[config.mk]
export PLATFORM = sky130hd
export DESIGN_NAME = axil_reg_splitter
export DESIGN_NICKNAME = d
export VERILOG_FILES = /design/src/rtl/axil_reg_pkg.sv /design/src/rtl/axil_reg_chan_buf.sv /design/src/rtl/axil_reg_splitter.sv
export SDC_FILE = /design/constraint.sdc
export NUM_CORES = 1
export LEC_CHECK = 0
export ABC_AREA = 1
export BUFFER_PORTS_ARGS = -buffer_cell sky130_fd_sc_hd__buf_2
export CAP_MARGIN = 20
export CORE_ASPECT_RATIO = 1.1
export CORE_MARGIN = 2
export CORE_UTILIZATION = 40
export CTS_CLUSTER_DIAMETER = 150
export DETAILED_ROUTE_END_ITERATION = 16
export PLACE_DENSITY = 0.62
export SLEW_MARGIN = 40
export SYNTH_ARGS = -nofsm -noshare
export SYNTH_HDL_FRONTEND = slang
export SYNTH_HIERARCHICAL = 1
export SYNTH_SLANG_ARGS = --single-unit
[constraint.sdc]
create_clock -name clk -period 8 [get_ports clk]
set_input_delay 1.2 -clock clk [delete_from_list [all_inputs] [get_ports clk]]
set_output_delay 1.2 -clock clk [all_outputs]
set_load 0.02 [all_outputs]
[src/rtl/axil_reg_pkg.sv]
// Shared types and helpers for the AXI-lite to 32-bit register bridge.
package axil_reg_pkg;

    typedef enum logic [2:0] {Idle, WrBeat, RdBeat, WrResp, RdResp} state_e;

    localparam logic [1:0] RESP_OKAY   = 2'b00;
    localparam logic [1:0] RESP_SLVERR = 2'b10;

    // Number of 32-bit register accesses needed for a beat of 2^size bytes.
    function automatic int unsigned num_chunks(input logic [2:0] size);
        return (size < 3'd2) ? 32'd1 : (32'd1 << (size - 3'd2));
    endfunction

endpackage

[src/rtl/axil_reg_chan_buf.sv]
// One-entry valid/ready holding buffer; entry is released explicitly by the consumer.
module axil_reg_chan_buf #(
    parameter int unsigned Width = 8
) (
    input  logic             clk_i,
    input  logic             rst_i,
    input  logic [Width-1:0] in_data_i,
    input  logic             in_valid_i,
    output logic             in_ready_o,
    output logic [Width-1:0] out_data_o,
    output logic             out_valid_o,
    input  logic             pop_i
);

    logic             full_q, full_d;
    logic [Width-1:0] data_q, data_d;

    always_comb begin
        full_d = full_q;
        data_d = data_q;
        if (pop_i) begin
            full_d = 1'b0;
        end else if (in_valid_i && !full_q) begin
            full_d = 1'b1;
            data_d = in_data_i;
        end
    end

    always_ff @(posedge clk_i) begin
        if (rst_i) begin
            full_q <= 1'b0;
            data_q <= '0;
        end else begin
            full_q <= full_d;
            data_q <= data_d;
        end
    end

    assign in_ready_o  = !full_q;
    assign out_valid_o = full_q;
    assign out_data_o  = data_q;

endmodule

[src/rtl/axil_reg_splitter.sv]
// AXI-lite slave that splits each data beat into sequential 32-bit register accesses.
module axil_reg_splitter
    import axil_reg_pkg::*;
#(
    parameter int unsigned AxiDataWidth = 64,
    parameter logic [63:0] BaseAddr     = 64'he200000000,
    parameter logic [31:0] RegionSize   = 32'h0400_0000
) (
    input  logic                      clk,
    input  logic                      rst,
    input  logic [63:0]               s_awaddr,
    input  logic [2:0]                s_awsize,
    input  logic                      s_awvalid,
    output logic                      s_awready,
    input  logic [AxiDataWidth-1:0]   s_wdata,
    input  logic [AxiDataWidth/8-1:0] s_wstrb,
    input  logic                      s_wvalid,
    output logic                      s_wready,
    input  logic [63:0]               s_araddr,
    input  logic [2:0]                s_arsize,
    input  logic                      s_arvalid,
    output logic                      s_arready,
    output logic [AxiDataWidth-1:0]   s_rdata,
    output logic [1:0]                s_rresp,
    output logic                      s_rvalid,
    input  logic                      s_rready,
    output logic [1:0]                s_bresp,
    output logic                      s_bvalid,
    input  logic                      s_bready,
    output logic                      reg_valid,
    output logic                      reg_write,
    output logic [31:0]               reg_addr,
    output logic [31:0]               reg_wdata,
    output logic [3:0]                reg_wstrb,
    input  logic                      reg_ready,
    input  logic [31:0]               reg_rdata,
    input  logic                      reg_error
);

    localparam int unsigned Lanes   = AxiDataWidth / 32;
    localparam int unsigned StrbW   = AxiDataWidth / 8;
    localparam int unsigned LaneW   = (Lanes > 1) ? $clog2(Lanes) : 1;
    localparam int unsigned MaxSize = $clog2(StrbW);
    localparam int unsigned WBufW   = AxiDataWidth + StrbW;

    logic [34:0]      aw_buf_data, ar_buf_data;
    logic [WBufW-1:0] w_buf_data;
    logic             aw_full, w_full, ar_full;
    logic             aw_pop, w_pop, ar_pop;

    axil_reg_chan_buf #(.Width(35)) u_aw_buf (
        .clk_i      (clk),
        .rst_i      (rst),
        .in_data_i  ({s_awaddr[31:0], s_awsize}),
        .in_valid_i (s_awvalid),
        .in_ready_o (s_awready),
        .out_data_o (aw_buf_data),
        .out_valid_o(aw_full),
        .pop_i      (aw_pop)
    );

    axil_reg_chan_buf #(.Width(WBufW)) u_w_buf (
        .clk_i      (clk),
        .rst_i      (rst),
        .in_data_i  ({s_wdata, s_wstrb}),
        .in_valid_i (s_wvalid),
        .in_ready_o (s_wready),
        .out_data_o (w_buf_data),
        .out_valid_o(w_full),
        .pop_i      (w_pop)
    );

    axil_reg_chan_buf #(.Width(35)) u_ar_buf (
        .clk_i      (clk),
        .rst_i      (rst),
        .in_data_i  ({s_araddr[31:0], s_arsize}),
        .in_valid_i (s_arvalid),
        .in_ready_o (s_arready),
        .out_data_o (ar_buf_data),
        .out_valid_o(ar_full),
        .pop_i      (ar_pop)
    );

    state_e                       state_q, state_d;
    logic [LaneW-1:0]             cnt_q, cnt_d;
    logic                         err_q, err_d;
    logic                         prefer_wr_q, prefer_wr_d;
    logic [Lanes-1:0][31:0]       rdata_q, rdata_d;

    logic [Lanes-1:0][31:0]       wdat_lanes;
    logic [Lanes-1:0][3:0]        strb_lanes;
    logic                         grant_wr, grant_rd, use_aw;
    logic [31:0]                  cur_addr, off, chunk_addr;
    logic [2:0]                   cur_size;
    int unsigned                  n_chunks;
    logic                         illegal, last, skip, beat;
    logic [LaneW-1:0]             lane;
    logic [3:0]                   cur_strb;

    assign wdat_lanes = w_buf_data[StrbW +: AxiDataWidth];
    assign strb_lanes = w_buf_data[StrbW-1:0];

    assign grant_wr = aw_full && w_full && (!ar_full || prefer_wr_q);
    assign grant_rd = ar_full && !grant_wr;

    // In Idle the decoded request is the one about to be granted; in a beat it is the active one.
    assign use_aw   = (state_q == Idle) ? grant_wr : (state_q == WrBeat);
    assign cur_addr = use_aw ? aw_buf_data[34:3] : ar_buf_data[34:3];
    assign cur_size = use_aw ? aw_buf_data[2:0]  : ar_buf_data[2:0];

    assign off        = {cur_addr[31:2], 2'b00} - BaseAddr[31:0];
    assign n_chunks   = num_chunks(cur_size);
    assign illegal    = (cur_size > 3'(MaxSize)) ||
                        (({2'b00, off} + 34'(4 * n_chunks)) > {2'b00, RegionSize});
    assign chunk_addr = off + 32'({cnt_q, 2'b00});
    assign lane       = (Lanes == 1) ? '0 : cur_addr[LaneW+1:2] + cnt_q;
    assign last       = (32'(cnt_q) + 32'd1) >= n_chunks;
    assign cur_strb   = strb_lanes[lane];
    assign beat       = (state_q == WrBeat) || (state_q == RdBeat);
    assign skip       = (state_q == WrBeat) && (cur_strb == 4'h0);

    always_comb begin
        reg_valid = (state_q == RdBeat) || ((state_q == WrBeat) && !skip);
        reg_write = (state_q == WrBeat);
        reg_addr  = beat ? chunk_addr : 32'h0;
        reg_wdata = (state_q == WrBeat) ? wdat_lanes[lane] : 32'h0;
        reg_wstrb = (state_q == WrBeat) ? cur_strb : 4'h0;
    end

    always_comb begin
        state_d     = state_q;
        cnt_d       = cnt_q;
        err_d       = err_q;
        prefer_wr_d = prefer_wr_q;
        rdata_d     = rdata_q;
        aw_pop      = 1'b0;
        w_pop       = 1'b0;
        ar_pop      = 1'b0;
        unique case (state_q)
            Idle: begin
                if (grant_wr || grant_rd) begin
                    cnt_d       = '0;
                    err_d       = illegal;
                    prefer_wr_d = grant_rd;
                    if (grant_rd) rdata_d = '0;
                    if (illegal) begin
                        state_d = grant_wr ? WrResp : RdResp;
                        aw_pop  = grant_wr;
                        w_pop   = grant_wr;
                        ar_pop  = grant_rd;
                    end else begin
                        state_d = grant_wr ? WrBeat : RdBeat;
                    end
                end
            end
            WrBeat, RdBeat: begin
                if (skip || reg_ready) begin
                    if (reg_valid && reg_error) err_d = 1'b1;
                    if (state_q == RdBeat) rdata_d[lane] = reg_rdata;
                    if (last) begin
                        state_d = (state_q == WrBeat) ? WrResp : RdResp;
                        aw_pop  = (state_q == WrBeat);
                        w_pop   = (state_q == WrBeat);
                        ar_pop  = (state_q == RdBeat);
                    end else begin
                        cnt_d = cnt_q + LaneW'(1);
                    end
                end
            end
            WrResp: if (s_bready) state_d = Idle;
            RdResp: if (s_rready) state_d = Idle;
            default: state_d = Idle;
        endcase
    end

    always_ff @(posedge clk) begin
        if (rst) begin
            state_q     <= Idle;
            cnt_q       <= '0;
            err_q       <= 1'b0;
            prefer_wr_q <= 1'b1;
            rdata_q     <= '0;
        end else begin
            state_q     <= state_d;
            cnt_q       <= cnt_d;
            err_q       <= err_d;
            prefer_wr_q <= prefer_wr_d;
            rdata_q     <= rdata_d;
        end
    end

    assign s_bvalid = (state_q == WrResp);
    assign s_rvalid = (state_q == RdResp);
    assign s_bresp  = (s_bvalid && err_q) ? RESP_SLVERR : RESP_OKAY;
    assign s_rresp  = (s_rvalid && err_q) ? RESP_SLVERR : RESP_OKAY;
    assign s_rdata  = rdata_q;

    logic unused_bits;
    assign unused_bits = ^{s_awaddr[63:32], s_araddr[63:32], cur_addr[1:0]};

endmodule
**Yosys cells after proc, flatten, opt, wreduce, memory -nomap -nowiden**

Cells that the tools add are included.

- Register bits after elaboration: 215
- Output and inout bits: 143

- $add $sub $neg: 6
- Order comparisons: 6
- Equal/unequal tests: 13
- Shift-type cells: 1
- Muxes and demuxes: 49
- Bitwise operators: 2
- Reduce and logical (&&, ||, !) cells: 37

Operators with widths:

| kind | count |
|---|---|
| $mux W64 | 4 |
| $mux W32 | 7 |
| $pmux W64 S2 | 1 |
| $bwmux W64 | 1 |
| $add A32 B34 Y34 | 1 |
| $gt A34 B27 Y1 const B | 1 |
| $add A32 B3 Y32 | 1 |
| $demux W32 S1 | 1 |
| $ge A2 B32 Y1 | 1 |
| $shl A1 B3 Y32 const A | 1 |
| $mux W3 | 9 |
| $mux W1 | 15 |
| $logic_and A1 B1 Y1 | 12 |
| $mux W4 | 3 |
| $ne A2 B2 Y1 const B | 6 |
| $pmux W3 S4 | 1 |
| $reduce_and A5 Y1 | 2 |
| $pmux W1 S2 | 4 |
| $reduce_and A2 Y1 | 4 |
| $reduce_and A4 Y1 | 2 |
| $eq A3 B2 Y1 const B | 2 |
| $logic_or A1 B1 Y1 | 6 |
| $mux W2 | 3 |
| $ne A2 B1 Y1 const B | 3 |
| other kinds (16) | 23 |

**Logic depth before layout (Yosys ltp)**

Gate-level depths: netlist (run 1).

- Depth after elaboration: 17
- Mapped depth: 39

**Cells and area by module**

The synthesis (run 1) kept the hierarchy.

Modules (own cells, without submodules):

| module | instances | cells each | area an instance (um2) | sequential area each (um2) |
|---|---|---|---|---|
| axil_reg_splitter | 1 | 1052 | 6058.3 | 1401.3 |
| axil_reg_chan_buf (u_ar_buf ...) | 2 | 234 | 1647.8 | 720.7 |
| axil_reg_chan_buf (u_w_buf) | 1 | 476 | 3194.3 | 1461.4 |

**Worst setup path before layout (run 1)**

Ideal clock, no wire load.

- Kind: flip-flop to flip-flop
- From: register u_aw_buf.full_q, in the netlist u_aw_buf/out_valid_o
- To: register u_w_buf.data_q[57], in the netlist u_w_buf/out_data_o[57]
- Setup time: 0.115 ns
- Arrival time: 4.658 ns
- Setup slack: 3.227 ns
- Stages on the path, launching flop included: 38
- Path buffers: 3
- Period minus slack after synthesis: 4.773 ns
- Cells stage by stage: dfxtp_1 nand2_1 inv_1 nand2_2 nand2_2 nand2_4 buf_2 buf_2 o21ai_0 inv_1 nor2_1 inv_1 nor2_1 inv_1 fa_1 inv_1 nand3_1 nand2_1 (+2 left out) inv_1 nor2_2 nand2_1 nor2_1 nand2_1 nand2_1 nand3_1 nor2_1 nand3_1 nand2_1 nand2_1 ha_1 a22o_1 nor2_4 clkbuf_1 nand3_1 nand2_1 nor2_1

- Longest elaborated chain between the ends: 15
- Elaborated cells on any way between the ends: 30
- Those cells by class: add/sub: 3; order compare: 4; shift: 1; mux: 11; bitwise: 1; reduce/logical: 10

RTL lines:

| what | line | text |
|---|---|---|
| start, declared | axil_reg_chan_buf.sv:15 | `logic full_q, full_d;` |
| start signal, assigned | axil_reg_chan_buf.sv:34 | `full_q <= full_d;` |
| $logic_and A1 B1 Y1 * (2 in series) | axil_reg_splitter.sv:103 | `assign grant_wr = aw_full && w_full && (!ar_full \|\| prefer_wr_q);` |
| $mux W1 | axil_reg_splitter.sv:107 | `assign use_aw = (state_q == Idle) ? grant_wr : (state_q == WrBeat);` |
| $mux W3 | axil_reg_splitter.sv:109 | `assign cur_size = use_aw ? aw_buf_data[2:0] : ar_buf_data[2:0];` |
| $sub A3 B2 Y3 | axil_reg_pkg.sv:11 | `return (size < 3'd2) ? 32'd1 : (32'd1 << (size - 3'd2));` |
| $shl A1 B3 Y32 | axil_reg_pkg.sv:11 |  |
| $mux W32 | axil_reg_pkg.sv:11 |  |
| $add A32 B34 Y34 | axil_reg_splitter.sv:114 | `(({2'b00, off} + 34'(4 * n_chunks)) > {2'b00, RegionSize});` |
| $gt A34 B27 Y1 | axil_reg_splitter.sv:114 |  |
| $logic_or A1 B1 Y1 | axil_reg_splitter.sv:113 | `assign illegal = (cur_size > 3'(MaxSize)) \|\|` |
| $mux W1 (2 in series) | - |  |
| $pmux W1 S2 * | - |  |
| net aw_pop | axil_reg_splitter.sv:49 | `logic aw_pop, w_pop, ar_pop;` |
| $not A1 Y1 (no line) * | - |  |
| $reduce_and A2 Y1 (no line) * | - |  |
| end signal, assigned | axil_reg_chan_buf.sv:35 | `data_q <= data_d;` |
| end, declared | axil_reg_chan_buf.sv:16 | `logic [Width-1:0] data_q, data_d;` |

Mark *: on every way through the listed nets, which the timed path passes. The rest lies on a longest branch. The select of a mux whose other input is x is not followed.
A chain may end at the register's enable or synchronous reset.

**Worst setup path in the final report (run 1)**

- From: register u_aw_buf.full_q, in the netlist u_aw_buf/out_valid_o
- To: register u_w_buf.data_q[9], in the netlist u_w_buf/out_data_o[9]

The elaborated chain is that of the path after synthesis.

==> results of run 1 <==
==> state kept, by name, summed over array words and instances (netlist names), 3 cells and up <==
signal and count:
s_rdata 64, state_q 3, u_ar_buf/out_data_o 33, u_w_buf/out_data_o 72
u_aw_buf/out_data_o 33
==> worst max path at each step <==
stage,start,to,slack [ns],cells after the start
floorplan,u_aw_buf/out_valid_o$_SDFFE_PP0P_,u_w_buf/out_data_o[57]$_SDFFE_PP0P_,3.23,37
global placement,u_w_buf/out_valid_o$_SDFFE_PP0P_,u_w_buf/out_data_o[70]$_SDFFE_PP0P_,1.61,35
detailed placement,u_aw_buf/out_valid_o$_SDFFE_PP0P_,u_w_buf/out_data_o[45]$_SDFFE_PP0P_,1.58,35
CTS,u_aw_buf/out_valid_o$_SDFFE_PP0P_,u_w_buf/out_data_o[64]$_SDFFE_PP0P_,1.54,35
global route,u_w_buf/out_valid_o$_SDFFE_PP0P_,u_w_buf/out_data_o[31]$_SDFFE_PP0P_,0.86,35
finish,u_aw_buf/out_valid_o$_SDFFE_PP0P_,u_w_buf/out_data_o[9]$_SDFFE_PP0P_,1.50,35
==> power by group <==
part	leakage [nW]	total, mW	internal (mW)	switching [mW]
clock	0.402	1.15	0.697	0.453
sequential	1.73	1.31	1.21	0.103
combinational	5.26	1.79	0.522	1.27
==> cells in the final DEF, fill, tap and decap left out, types with 15 or more instances in the layout <==
cell type / instances
nand2_2: 17
nor2_1: 213
nor3_1: 16
inv_1: 235
o21ai_0: 28
clkbuf_16: 25
a21oi_1: 268
buf_2: 315
nand3_1: 198
nand2_1: 535
nand3b_1: 15
dfxtp_1: 211
==> critical path: cells and delay by family, from the launching register on <==
family	cells	cell delay, ns
adders and majority gates	2	0.69
AOI/OAI and AO/OA	2	0.93
and+or+nand+nor	24	3.22
DFF	1	0.41
buffers and inverters	7	1.03
==> per-layer routing <==
| layer | global-route usage, % | share of wire, % |
|---|---|---|
| met1 | 32.7 | 45 |
| met2 | 36.1 | 44 |
| met3 | 5.86 | 8.6 |
| met4 | 5.72 | 2.2 |
| met5 | 0 | 0.16 |
==> cell type report <==
type                    instances  area [µm²]  area share, %
diodes                          2        5.00         0.0340
clock buffers                  39         738           5.01
clock inverters                 6        90.1          0.611
inverters                     252         948           6.44
multi-input cells            1390        6480           44.0
flip-flops and latches        211        4220           28.7
well taps                     414         518           3.51
repair buffers                332        1740           11.8
==> reports/metrics.yaml, run 1 <==
status: "complete, no violations"
cts_tree: "done"
via_count: 13100
worstPathMaxFanout: 144
setup_violations: 0
period_minus_slack_ns: 6.50
crit_path_end_kind: "flop"
wl_per_cell_um: 14.7
port_buffers: 317
drv_cap: 0
critPathRequiredTime_ns: 8.42
initial_utilization_pct: 40.6
clock_skew_ns: 0.0185
yosysWarnings: 6
timing.fmax_ghz: 0.154
slowest_delay_ns: 0.62
first_pass_iters: 6
synthesis.area_mm2: 0.0124
drt_wl_total_um: 38900
power_density_mw_per_mm2: 288
vdd_ir_drop_max_v: 0.000176
cts.reportedPaths.clkPinSlew_ns: 0.06
io_pins: 390
reg2reg_depth: 35
reg2reg_setup_slack_ns: 1.50
slowest_stage: "o21ai_0"
critPathKind: "flop to flop"
grt_pass1_vias: 11800
worstPathArrival_ns: 6.92
grt_max_degree: 145
worstHoldPathCells: 2
layout.cells.non_filler: 2646
drt_iter0_drc: 1051
final_nets: 2474
cpMostUsedCell: "nand2_1"
antenna_found_initial: 8
reg2reg_to: "u_w_buf/out_data_o[9]$_SDFFE_PP0P_"
drv_slew: 0
rsz0062_at_grt: "false"
vias_per_cell: 4.94
htreeDepth: 1
core_mm2: 0.0305
cts-buffers-inserted: 25
setup_ws_ns: 1.50
post-route-period-util_pct: 81.3
syn_inst: 1972
areaGrowthSynthToFinish_pct: 19.0
hold_path.class: "flop to flop"
grt_use_total_pct: 23.4
max_slew_margin_pct: 45.3
numClockSinks: 211
hold_viol: 0
die_area_mm2: 0.0324
clock_latency_ns: 0.53
hold_ws_ns: 0.460
cts_setup_buffers: 0
tns_ns: 0
fp.dieH_um: 189
grt_pass1_wl_um: 61500
final_area_mm2: 0.0147
layout-drive-gt1-share_pct: 19.8
hpwl_um: 27600
fillers: 3340
placed_cell_area_mm2: 0.0139
post-place-ws_ns: 1.58
gr-total-overflow: 0
cts-resized-gates: 0
reg2reg_from: "u_aw_buf/out_valid_o$_SDFFE_PP0P_"
hp-start: "s_rdata[15]$_SDFFE_PP0P_"
worst_pin_slew_ns: 0.817
total_power_mw: 4.25
std_cell_rows: 67
drc: 0
postRouteAntennaNets: 0
place_inst: 2599
syn_avg_cell_area_um2: 6.28
fin_util_pct: 48.3
place.gp.congestion: 0.887
cts_hold_buffers: 0
leakagePower_nw: 7.39
root_buffer: "clkbuf_16"
cts.path.max_buffers: 3
hold_path_end: "s_rdata[15]$_SDFFE_PP0P_"
start_kind: "flop"
dieWidth_um: 172
(Power assumes the default switching activity.)
==> run 2: changes to the inputs <==
Clock period 8 ns to 6.3 ns, I/O delays scaled along.
==> reports/metrics.yaml, run 2 (synthesis results as in run 1) <==
comb_power_share_pct: 43.0
final_nets: 2487
postRouteAntennaNets: 0
rsz0062_at_grt: "false"
cts_tree: "done"
first_pass_iters: 5
critPathKind: "flop to flop"
place.gp.congestion: 0.883
via_count: 13000
placed_cell_area_mm2: 0.0141
cp_top_family: "simple AND/OR/NAND/NOR gates"
initial_utilization_pct: 40.6
p_sw_share_pct: 42.7
max_slew_margin_pct: 47.7
power_density_mw_per_mm2: 365
final_area_mm2: 0.0149
drc: 0
fp.dieH_um: 189
final_common_cell: "nand2_1"
timing.fmax_ghz: 0.182
slowest_delay_ns: 0.45
clkPwrFrac_pct: 26.4
wl_per_cell_um: 14.5
cts-resized-gates: 0
p_int_mw: 3.12
areaGrowthSynthToFinish_pct: 20.3
setup_violations: 0
period_minus_slack_ns: 5.51
largest_reg_flops: 72
std_cell_rows: 67
critPathRequiredTime_ns: 6.72
mostFrequentLayoutCells: "535 x nand2_1, 315 x buf_2, 268 x a21oi_1"
layout-drive-gt1-share_pct: 20.2
worstPathMaxFanout: 35
hold_ws_ns: 0.459
gr-total-overflow: 0
drv_slew: 0
cts_hold_buffers: 0
htreeDepth: 1
drt_iter0_drc: 838
vdd_ir_drop_max_v: 0.000236
port_buffers: 317
cts-buffers-inserted: 25
worst_pin_slew_ns: 0.785
worstPathArrival_ns: 5.93
start_kind: "flop"
crit_path_end_kind: "flop"
drv_cap: 0
cts.reportedPaths.clkPinSlew_ns: 0.06
cp_num_buf_inv: 7
hold_viol: 0
clock_skew_ns: 0.0208
dieWidth_um: 172
drt_wl_total_um: 38700
grt_max_degree: 98
status: "complete, no violations"
tns_ns: 0
leakagePower_nw: 7.48
io_pins: 390
vias_per_cell: 4.88
grt_pass1_vias: 11900
die_area_mm2: 0.0324
cpMostUsedCell: "nand2_1"
antenna_found_initial: 12
root_buffer: "clkbuf_16"
slowest_stage: "dfxtp_1"
cts_setup_buffers: 0
grt_use_total_pct: 23.2
numClockSinks: 211
post-route-period-util_pct: 87.4
cts.path.max_buffers: 3
hold_path.class: "flop to flop"
clock_latency_ns: 0.54
hpwl_um: 27900
grt_pass1_wl_um: 61200
switchingPower_mw: 2.32
core_mm2: 0.0305
p_seq_share_pct: 30.7
[run 2: cell count changes in the layout (fill, tap and decap cells not counted)]
| cell | change |
|---|---|
| inv_16 | +1 |
| buf_4 | +8 |
| clkinv_2 | +2 |
| buf_12 | +5 |
| clkinvlp_4 | -1 |
| clkinv_4 | +1 |
| inv_6 | -1 |
| ha_2 | -1 |
| ha_1 | +1 |
| clkbuf_1 | -3 |
| clkbuf_8 | -2 |
| diode_2 | +5 |
[run 2: layer usage]
layer | GRT usage, % | vias to the layer above | routed length [µm]
li1 | - | 6723 | -
met1 | 31.3 | 5804 | 17300
met2 | 36.0 | 366 | 16900
met3 | 6.64 | 71 | 3290
met4 | 7.01 | 12 | 1080
met5 | 0 | - | 74
[run 2: per-stage QoR]
| stage | worst slack, ns | instances | power (mW) | util (%) |
|---|---|---|---|---|
| 4_1_cts | 0.837 | 2654 | 5.47 | 48.7 |
| 3_3_place_gp | 0.925 | 2612 | 3.99 | 46.0 |
| 2_1_floorplan | 1.53 | 1977 | 3.40 | - |
| 5_1_grt | 0.286 | 2655 | 5.83 | 48.8 |
| 3_5_place_dp | 0.904 | 2612 | 4.02 | 46.1 |
| 6_report | 0.791 | 2661 | 5.44 | 48.8 |
[run 2: power by group through the flow]
stage / sequential (mW) / clock [mW] / combinational (mW)
after global placement: 1.68 / 0 / 2.31
after detailed placement: 1.69 / 0 / 2.32
after CTS: 1.67 / 1.47 / 2.33
final: 1.67 / 1.43 / 2.34
after floorplan: 1.68 / 0 / 1.73
after global routing: 1.69 / 1.53 / 2.61
[run 2: area by class of cell]
class,instances,area [µm²]
Clock buffer,34,699
Multi-Input combinational cell,1390,6470
Clock inverter,8,113
Timing Repair Buffer,345,1900
Fill cell,3333,15600
Antenna cell,7,17.5
Tap cell,414,518
Inverter,252,948
Sequential cell,211,4220
[run 2: worst paths after layout]
check / depth (start not counted) / startpoint / slack, ns / end
max: 36 / u_ar_buf/out_valid_o$_SDFFE_PP0P_ / 0.79 / u_aw_buf/out_data_o[13]$_SDFFE_PP0P_
min: 2 / s_rdata[27]$_SDFFE_PP0P_ / 0.46 / s_rdata[27]$_SDFFE_PP0P_
max reg2reg: 36 / u_ar_buf/out_valid_o$_SDFFE_PP0P_ / 0.79 / u_aw_buf/out_data_o[13]$_SDFFE_PP0P_
min reg2reg: 2 / s_rdata[27]$_SDFFE_PP0P_ / 0.46 / s_rdata[27]$_SDFFE_PP0P_
[run 2: worst reg2reg max path, delay by kind of cell, from the launching register on]
kind	cells	cell delay, ns
buf+inv	7	0.91
simple gates	24	2.83
flops	1	0.45
fa+ha+maj	3	0.79
compound gates	2	0.40
==> run 3: changes to the inputs <==
Settings changed: ABC_AREA 1 to default.
==> reports/metrics.yaml, run 3 <==
status: "complete, no violations"
worst_pin_slew_ns: 0.811
synthesis.area_mm2: 0.0125
dieWidth_um: 173
hp-start: "prefer_wr_q$_SDFFE_PP1P_"
port_buffers: 317
grt_pass1_vias: 11100
vdd_ir_drop_max_v: 0.000233
critPathRequiredTime_ns: 6.75
power_density_mw_per_mm2: 292
fillers: 3062
clock_skew_ns: 0.0116
hpwl_um: 25600
timing.fmax_ghz: 0.172
hold_viol: 0
drv_slew: 0
drt_wl_total_um: 36300
postRouteAntennaNets: 0
critPathKind: "flop to flop"
areaGrowthSynthToFinish_pct: 20.0
layout-drive-gt1-share_pct: 24.0
htreeDepth: 1
gr-total-overflow: 0
mostFrequentLayoutCells: "316 x buf_2, 284 x nand2b_1, 209 x dfxtp_1"
tns_ns: 0
die_area_mm2: 0.0328
antenna_found_initial: 4
grt_max_degree: 211
start_kind: "flop"
yosysWarnings: 6
io_pins: 390
fp.dieH_um: 190
largest_reg_flops: 72
place_inst: 2108
place.gp.congestion: 0.882
worstPathMaxFanout: 32
multi_input_area_mm2: 0.00761
cts.reportedPaths.clkPinSlew_ns: 0.06
wl_per_cell_um: 16.9
std_cell_rows: 68
vias_per_cell: 5.26
rsz0062_at_grt: "false"
total_power_mw: 4.39
leakagePower_nw: 6.24
post-place-ws_ns: 0.337
cts_hold_buffers: 0
setup_ws_ns: 0.472
syn_inst: 1443
core_mm2: 0.0311
layout.cells.non_filler: 2152
cts_tree: "done"
root_buffer: "clkbuf_16"
period_minus_slack_ns: 5.83
drt_iter0_drc: 694
via_count: 11300
initial_utilization_pct: 40.3
first_pass_iters: 5
cp-startpoint: "prefer_wr_q$_SDFFE_PP1P_"
final_nets: 1978
drv_cap: 0
hold_path.class: "flop to flop"
setup_violations: 0
max_slew_margin_pct: 44.4
cts-buffers-inserted: 25
final_common_cell: "buf_2"
reg2reg_from: "prefer_wr_q$_SDFFE_PP1P_"
clock_latency_ns: 0.53
grt_pass1_wl_um: 57600
post-route-period-util_pct: 92.5
syn_avg_cell_area_um2: 8.69
regArea_mm2: 0.00423
grt_use_total_pct: 21.1
crit_path_end_kind: "flop"
drc: 0
worstPathArrival_ns: 6.28
numClockSinks: 211
cts.path.max_buffers: 3
-- run 3: changes by cell type in the layout (fill, tap and decap cells not counted), sizes merged, moves of 23 or more --
cell    change
nand2     -489
nand2b    +285
inv       -226
a21oi     -222
mux2i     +195
nand3     -174
nor2       -71
a22oi      +65
nand4      +26
o21ai      -24
xnor2      +23
-- run 3: worst paths after layout --
check	endpoint	slack (ns)	depth (start not counted)
min reg2reg	prefer_wr_q$_SDFFE_PP1P_	0.46	2
max	u_w_buf/out_data_o[23]$_SDFFE_PP0P_	0.47	21
min	prefer_wr_q$_SDFFE_PP1P_	0.46	2
max reg2reg	u_w_buf/out_data_o[23]$_SDFFE_PP0P_	0.47	21
-- run 3: through the flow --
stage | hold slack (ns) | area, µm² | util (%)
after floorplan | 0.430 | 12600 | -
after global placement | 0.446 | 14300 | 45.8
after detailed placement | 0.446 | 14300 | 45.8
after CTS | 0.459 | 15000 | 48.3
after global routing | 0.493 | 15000 | 48.3
final | 0.464 | 15000 | 48.3
-- run 3: power by group --
part           leakage [nW]  switching (mW)  total (mW)  internal (mW)
logic                  4.15           0.846        1.43          0.579
clock network         0.365           0.564        1.34          0.773
registers              1.72           0.153        1.63           1.47
-- run 3: critical path: stages (launching register included) --
cell and delay (ns):
dfxtp_1 0.31, nand2b_2 0.20, a31o_2 0.27, nand2_1 0.23
buf_4 0.45, nand2_1 0.11, nand2_1 0.14, ha_1 0.23
o21ai_0 0.10, a221oi_1 0.38, a21oi_1 0.22, a21oi_1 0.27
mux2_2 0.41, or4_1 0.53, o31ai_2 0.35, nand2b_1 0.13
ha_1 0.20, a22o_1 0.32, nor3b_4 0.27, buf_4 0.18
buf_12 0.23, mux2i_1 0.21
-- run 3: cell type report --
type | count | area share [%]
clock buffer | 35 | 4.67
tap | 420 | 3.49
timing repair buffer | 344 | 12.3
inverter | 23 | 0.574
clock inverter | 7 | 0.316
antenna | 1 | 0.0166
sequential | 211 | 28.1
multi-input combinational | 1111 | 50.6
-- run 3: repair_timing --
| action | in CTS | in global routing |
|---|---|---|
| setup buffers | 0 | 1 |
| gates resized for setup | 0 | 3 |
| endpoints found under the setup margin | 0 | 90 |
-- run 3: layer usage --
metal | up-vias | GRT usage, % | share of wire (%)
met3 | 73 | 5.56 | 8.4
met1 | 5262 | 26.5 | 42
met4 | 4 | 6.32 | 2.5
met2 | 421 | 35.6 | 47
met5 | - | 0 | 0.074
li1 | 5566 | - | -
